===== src/rtl/proc_imuldiv_iter_if.sv =====
// Request/response handshake bundle for the iterative multiply/divide unit.
// The master side issues requests and consumes results; the slave side is the unit.
interface proc_imuldiv_iter_if #(
  parameter int p_nbits = 32
);
  logic               istream_val;
  logic               istream_rdy;
  logic [2:0]         istream_msg_op;
  logic [p_nbits-1:0] istream_msg_a;
  logic [p_nbits-1:0] istream_msg_b;
  logic               ostream_val;
  logic               ostream_rdy;
  logic [p_nbits-1:0] ostream_msg;

  modport master (
    output istream_val, istream_msg_op, istream_msg_a, istream_msg_b, ostream_rdy,
    input  istream_rdy, ostream_val, ostream_msg
  );

  modport slave (
    input  istream_val, istream_msg_op, istream_msg_a, istream_msg_b, ostream_rdy,
    output istream_rdy, ostream_val, ostream_msg
  );
endinterface


===== src/rtl/proc_imuldiv_iter.sv =====
// Iterative MUL/MULH/MULHU/DIV/DIVU/REM/REMU unit, one bit per cycle, val/rdy on both sides.
// Optional macro PROC_IMULDIV_EARLY_TERM_EN ends a multiply once the remaining multiplier bits are zero.
module proc_imuldiv_iter #(
  parameter  int p_nbits    = 32,
  localparam int p_cnt_bits = $clog2(p_nbits) + 1
) (
  input  logic               clk,
  input  logic               reset,
  proc_imuldiv_iter_if.slave io
);

  typedef enum logic [1:0] {IDLE, CALC, DONE} state_t;

  localparam logic [p_cnt_bits-1:0] CNT_LAST = p_cnt_bits'(p_nbits - 1);

  state_t                 state;
  logic [p_cnt_bits-1:0]  cnt;
  logic [2:0]             op;
  logic                   neg;
  logic [2*p_nbits-1:0]   acc;
  logic [2*p_nbits-1:0]   mcand;
  logic [p_nbits-1:0]     mplier;
  logic [p_nbits:0]       rem;
  logic                   res_val;
  logic [p_nbits-1:0]     res_msg;

  logic                   accept;
  logic                   sgn_op;
  logic                   sa;
  logic                   sb;
  logic                   neg_in;
  logic [p_nbits-1:0]     a_abs;
  logic [p_nbits-1:0]     b_abs;

  logic                   is_mul;
  logic                   ge;
  logic                   last;
  logic [p_nbits+1:0]     shifted;
  logic [p_nbits+1:0]     diff;
  logic [2*p_nbits-1:0]   acc_nx;
  logic [2*p_nbits-1:0]   mcand_nx;
  logic [p_nbits-1:0]     mplier_nx;
  logic [p_nbits:0]       rem_nx;

  // Sign/magnitude fix-up of the unsigned core result for the selected op.
  function automatic logic [p_nbits-1:0] result_of(
    input logic [2:0]           f_op,
    input logic                 f_neg,
    input logic [2*p_nbits-1:0] f_prod,
    input logic [p_nbits-1:0]   f_quo,
    input logic [p_nbits-1:0]   f_rem
  );
    logic [2*p_nbits-1:0] p;
    p = f_neg ? -f_prod : f_prod;
    case (f_op)
      3'd1, 3'd2: return p[2*p_nbits-1:p_nbits];
      3'd3, 3'd4: return f_neg ? -f_quo : f_quo;
      3'd5, 3'd6: return f_neg ? -f_rem : f_rem;
      default:    return f_prod[p_nbits-1:0];
    endcase
  endfunction

  assign io.istream_rdy = reset & ((state == IDLE) | ((state == DONE) & io.ostream_rdy));
  assign accept         = io.istream_val & io.istream_rdy;

  assign sgn_op = (io.istream_msg_op == 3'd1) | (io.istream_msg_op == 3'd3) |
                  (io.istream_msg_op == 3'd5);
  assign sa     = sgn_op & io.istream_msg_a[p_nbits-1];
  assign sb     = sgn_op & io.istream_msg_b[p_nbits-1];
  assign a_abs  = sa ? -io.istream_msg_a : io.istream_msg_a;
  assign b_abs  = sb ? -io.istream_msg_b : io.istream_msg_b;

  // A zero divisor must yield an all-ones quotient, so the quotient is never negated then.
  always_comb begin
    case (io.istream_msg_op)
      3'd1:    neg_in = sa ^ sb;
      3'd3:    neg_in = (sa ^ sb) & (|io.istream_msg_b);
      3'd5:    neg_in = sa;
      default: neg_in = 1'b0;
    endcase
  end

  assign is_mul = (op == 3'd0) | (op == 3'd1) | (op == 3'd2) | (op == 3'd7);

  always_comb begin
    acc_nx    = acc;
    mcand_nx  = mcand;
    mplier_nx = mplier;
    rem_nx    = rem;
    shifted   = {rem, mcand[p_nbits-1]};
    diff      = shifted - {2'b00, mplier};
    ge        = ~diff[p_nbits+1];
    if (is_mul) begin
      if (mplier[0]) acc_nx = acc + mcand;
      mcand_nx  = mcand << 1;
      mplier_nx = mplier >> 1;
    end else begin
      rem_nx   = ge ? diff[p_nbits:0] : shifted[p_nbits:0];
      mcand_nx = {mcand[2*p_nbits-1:p_nbits], mcand[p_nbits-2:0], ge};
    end
  end

`ifdef PROC_IMULDIV_EARLY_TERM_EN
  assign last = (cnt == CNT_LAST) | (is_mul & (mplier_nx == '0));
`else
  assign last = (cnt == CNT_LAST);
`endif

  always_ff @(posedge clk or negedge reset) begin
    if (!reset) begin
      state   <= IDLE;
      cnt     <= '0;
      op      <= '0;
      neg     <= 1'b0;
      acc     <= '0;
      mcand   <= '0;
      mplier  <= '0;
      rem     <= '0;
      res_val <= 1'b0;
      res_msg <= '0;
    end else if (accept) begin
      state   <= CALC;
      cnt     <= '0;
      op      <= io.istream_msg_op;
      neg     <= neg_in;
      acc     <= '0;
      mcand   <= {{p_nbits{1'b0}}, a_abs};
      mplier  <= b_abs;
      rem     <= '0;
      res_val <= 1'b0;
    end else begin
      case (state)
        CALC: begin
          acc    <= acc_nx;
          mcand  <= mcand_nx;
          mplier <= mplier_nx;
          rem    <= rem_nx;
          cnt    <= cnt + 1'b1;
          if (last) begin
            state   <= DONE;
            res_val <= 1'b1;
            res_msg <= result_of(op, neg, acc_nx, mcand_nx[p_nbits-1:0], rem_nx[p_nbits-1:0]);
          end
        end
        DONE: begin
          if (io.ostream_rdy) begin
            state   <= IDLE;
            res_val <= 1'b0;
          end
        end
        default: state <= IDLE;
      endcase
    end
  end

  assign io.ostream_val = res_val;
  assign io.ostream_msg = res_msg;

endmodule


===== src/flat_wrapper.sv =====
// flat-port wrapper written by rule: the top's interface ports become plain ports
module proc_imuldiv_iter_flat 
#(
  parameter  int p_nbits    = 32,
  localparam int p_cnt_bits = $clog2(p_nbits) + 1
)
  (clk, reset, io_istream_val, io_istream_msg_op, io_istream_msg_a, io_istream_msg_b, io_ostream_rdy, io_istream_rdy, io_ostream_val, io_ostream_msg);
  proc_imuldiv_iter_if #(.p_nbits(p_nbits)) io_i ();
  input  logic clk;
  input  logic reset;
  input wire logic [$bits(io_i.istream_val)-1:0] io_istream_val;
  input wire logic [$bits(io_i.istream_msg_op)-1:0] io_istream_msg_op;
  input wire logic [$bits(io_i.istream_msg_a)-1:0] io_istream_msg_a;
  input wire logic [$bits(io_i.istream_msg_b)-1:0] io_istream_msg_b;
  input wire logic [$bits(io_i.ostream_rdy)-1:0] io_ostream_rdy;
  output wire logic [$bits(io_i.istream_rdy)-1:0] io_istream_rdy;
  output wire logic [$bits(io_i.ostream_val)-1:0] io_ostream_val;
  output wire logic [$bits(io_i.ostream_msg)-1:0] io_ostream_msg;
  assign io_i.istream_val = io_istream_val;
  assign io_i.istream_msg_op = io_istream_msg_op;
  assign io_i.istream_msg_a = io_istream_msg_a;
  assign io_i.istream_msg_b = io_istream_msg_b;
  assign io_i.ostream_rdy = io_ostream_rdy;
  assign io_istream_rdy = io_i.istream_rdy;
  assign io_ostream_val = io_i.ostream_val;
  assign io_ostream_msg = io_i.ostream_msg;
  proc_imuldiv_iter #(.p_nbits(p_nbits)) u_core (.clk(clk), .reset(reset), .io(io_i));
endmodule

===== config.mk =====
export PLATFORM = sky130hd
export DESIGN_NAME = proc_imuldiv_iter_flat
export DESIGN_NICKNAME = d
export VERILOG_FILES = /design/src/rtl/proc_imuldiv_iter_if.sv /design/src/rtl/proc_imuldiv_iter.sv /design/src/flat_wrapper.sv
export SDC_FILE = /design/constraint.sdc
export NUM_CORES = 1
export LEC_CHECK = 0
export ABC_AREA = 1
export CAP_MARGIN = 30
export CORE_UTILIZATION = 29
export CTS_BUF_LIST = sky130_fd_sc_hd__clkbuf_2
export CTS_CLUSTER_SIZE = 10
export DETAILED_ROUTE_END_ITERATION = 8
export SYNTH_ARGS = -nofsm -noshare
export SYNTH_HDL_FRONTEND = slang
export SYNTH_SLANG_ARGS = --single-unit

===== constraint.sdc =====
create_clock -name clk -period 11.65 [get_ports clk]
set_input_delay 1.165 -clock clk [delete_from_list [all_inputs] [get_ports clk]]
set_output_delay 1.165 -clock clk [all_outputs]
set_load 0.005 [all_outputs]

==> flow_summary.yaml <==
run_status:
  status: "complete, but fails checks"
  failed_checks: "DRC"
worst_setup_path:
  crit_path_top_delay_cell: "inv_2"
  r2r-start: "u_core.op[2]"
  cp_cell_sequence: "inv_1 -> nand2_2 -> nand2_2 -> nand2_4 -> inv_2 -> buf_4 -> nand3_1 -> nand2_1 -> nand2_1 -> nor2_2 -> nand4_2 -> nor2_1 -> nand2_1 -> nor2_2 -> nand3_1 -> nor2_2 -> nand3b_1 -> nand2_1 -> nand3_1 -> nand3_1 -> nand3_1 -> nand2_1 -> nand2_1"
  worstSetupStartpoint: "u_core.op[2]"
  worst_setup_path_start_kind: "register"
  reg2reg_depth: 23
  critical_path_arrival_ns: 6.32
  cp_slowest_stage_delay_ns: 0.74
  crit_type: "register to register"
  cp_data_required_time_ns: 12.61
  cpMostUsedCell: "nand2_1"
  cp-end-kind: "register"
  path_max_fanout: 50
cts:
  htreeDepth: 3
  cts_max_path_buffers: 3
  insertion_delay_ns: 1.21
  clockRootBuffer: "clkbuf_2"
  postCtsSetupBuffers: 0
  clk_pin_slew_ns: 0.10
  cts_buffers: 73
  cts_tree: "done"
  cts.sinks: 238
synth:
  synthFlopType: "dfrtp_1"
  synth_nets: 4532
  synth_cell_types: 54
  synth_area_mm2: 0.0251
  synth_top_area_share_pct: 23.7
  synthTopCellsByArea: "dfrtp_1 24%, nand2_1 22%, inv_1 11%"
  syn_area_per_cell_um2: 5.77
  netlist_top_cells_count: "1450 x nand2_1, 752 x inv_1, 387 x nand3_1"
  yosysMostFrequentCell: "nand2_1"
  synth-seq-area-share_pct: 23.7
  async_flop_share_pct: 100
  ys_ff_latch: 238
  synth_cells: 4356
  ys.warnings.count: 0
  synth-edff-count: 0
  yosysTopAreaCell: "dfrtp_1"
placed_design:
  hpwlAfterDp_um: 89600
  gp_congestion: 1.03
  io_buffers: 104
  dpl_cell_area_mm2: 0.0273
finish:
  drive_gt1_share_pct: 5.97
  nets: 4615
  post-route-cell-area_mm2: 0.0280
  syn_to_final_growth_pct: 11.4
pwr:
  power_leakage_nw: 14.6
  internal_power_mw: 3.12
  p_comb_share_pct: 75.0
  p_sw_mw: 5.34
  p_seq_share_pct: 16.4
  power_mw: 8.46
  ir_worst_vdd_mv: 0.187
  swShare_pct: 63.1
  p_per_area_mw_per_mm2: 302
  pwr-share-clk_pct: 8.6
route:
  post-route-drc-count: 2
  firstDrtPassIters: 8
  drtAntennaViolNets: 0
  viasPerCell: 5.16
  vias: 29100
  finalWirelength_um: 111000
  drt_iter0_drc: 2930
  wl_per_cell_um: 19.6
timing:
  tns_ns: 0
  max_freq_mhz: 186
  rsz0062_at_grt: "false"
  hold_viol_final: 0
  relSlewSlack_pct: 31.0
  final-setup-viol-count: 0
  drv_slew: 0
  tightest_slew_ns: 1.02
  fin_crit_ns: 5.37
  period_share_pct: 46.1
  finalClockSkew_ns: 0.162
hold_path:
  min-delay-start: "u_core.io.ostream_val"
  min_path_cells: 2
  holdCritPathClass: "register to register"
floorplanning:
  fp.dieH_um: 296
  num_rows: 107
  core-area_mm2: 0.0855
  ios: 105
  start_util_pct: 29.4
  dieArea_mm2: 0.0879
  fp.dieW_um: 296
flow_run:
  cap_violations: 0
global_routing:
  grt_usage_pct: 25.1
  grt_overflow: 0
  grt_pass1_wl_um: 167000
  grt_antenna_before_repair: 15
  grt_max_degree: 126
  grt_pass1_vias: 27400
## layout by cell type (no fill, tap or decap), types with 17 or more instances in the layout
| master | netlist | routed |
|---|---|---|
| nand2_1 | 1450 | 1446 |
| inv_1 | 752 | 751 |
| nand3_1 | 387 | 387 |
| nor2_1 | 360 | 358 |
| dfrtp_1 | 238 | 237 |
| o21ai_0 | 216 | 215 |
| a21oi_1 | 157 | 157 |
| o22ai_1 | 112 | 112 |
| ha_1 | 103 | 103 |
| clkbuf_2 | 0 | 103 |
| clkdlybuf4s50_1 | 0 | 103 |
| nand4_1 | 68 | 68 |
| nor3_1 | 62 | 62 |
| nand2_2 | 38 | 40 |
| nor2_2 | 33 | 34 |
| o221ai_1 | 31 | 31 |
| xnor2_1 | 30 | 30 |
| xor2_1 | 25 | 25 |
| buf_4 | 9 | 22 |
| nand3b_1 | 20 | 20 |
| clkinv_1 | 4 | 17 |
## per-layer routing
layer  part of all wire, %  routed length, um  vias up  track usage [%]
met5                 0.039                 43        -                0
met4                   4.6               5130        8             11.1
met3                   7.6               8390      236             3.99
met2                    43              47500     1175             38.7
met1                    45              49400    13500             34.4
li1                      -                  -    14100                -
## repair_timing
item / 4_1_cts / 5_1_grt
hold buffers: 1 / 0
gates resized for setup: 0 / 0
endpoints found under the hold margin: 33 / 0
## cell type report
type,count,area (um^2)
Clock buffer,103,515
Antenna cell,10,25.0
Inverter,766,2880
Multi-Input combinational cell,3232,15800
Sequential cell,238,5960
Fill cell,9704,57500
Timing Repair Buffer,128,1240
Clock inverter,22,154
Tap cell,1144,1430
## power by group through the flow
stage / clock [mW] / sequential (mW) / combinational [mW]
global placement: 0 / 1.38 / 6.17
finish: 0.728 / 1.39 / 6.34
detailed placement: 0 / 1.38 / 6.18
global route: 0.784 / 1.40 / 6.97
floorplan: 0 / 1.22 / 4.46
CTS: 0.741 / 1.36 / 6.21
## critical path: cells and delay by family (launching register included)
kind                   cells  cell delay (ns)
buffers and inverters      3             1.39
flip-flops                 1             0.40
AND/OR/NAND/NOR           20             3.36
## flip-flops by register name (all words and copies together), names as in the netlist
register               count
u_core.io.ostream_val      1
u_core.mcand              64
u_core.op                  3
u_core.mplier             32
u_core.neg                 1
u_core.io.ostream_msg     32
u_core.state               2
u_core.rem                33
u_core.cnt                 6
u_core.acc                64
## stage by stage
step,cells,worst slack [ns],hold slack [ns],utilization [%]
floorplan,4356,7.85,0.472,-
CTS,5633,6.39,0.510,32.7
global placement,5506,6.45,0.476,31.9
finish,5643,6.28,0.496,32.7
detailed placement,5507,6.35,0.479,31.9
global route,5642,5.82,0.540,32.7
## path summary, 6_finish.rpt
| kind | slack (ns) | endpoint |
|---|---|---|
| hold / removal | 0.50 | u_core.io.ostream_val |
| max in group asynchronous | 9.76 | u_core.acc[7] |
| hold reg to reg | 0.50 | u_core.io.ostream_val |
| setup / recovery | 6.28 | u_core.io.ostream_msg[23] |
| setup reg to reg | 6.28 | u_core.io.ostream_msg[23] |
| min in group asynchronous | 0.56 | u_core.mcand[10] |
## kinds of logic (layout without fill, tap and decap cells)
| group | Yosys count | after routing | synth area share [%] |
|---|---|---|---|
| AOI/OAI and AO/OA | 599 | 599 | 13.6 |
| xor gates and xnor gates | 55 | 55 | 1.92 |
| adders and majority gates | 105 | 105 | 5.28 |
| buffers and inverters | 886 | 1019 | 13.6 |
| DFF | 238 | 238 | 23.7 |
| other | 0 | 10 | 0 |
| and+or+nand+nor | 2473 | 2473 | 41.9 |
No activity file was read; power rests on OpenSTA's default activity.
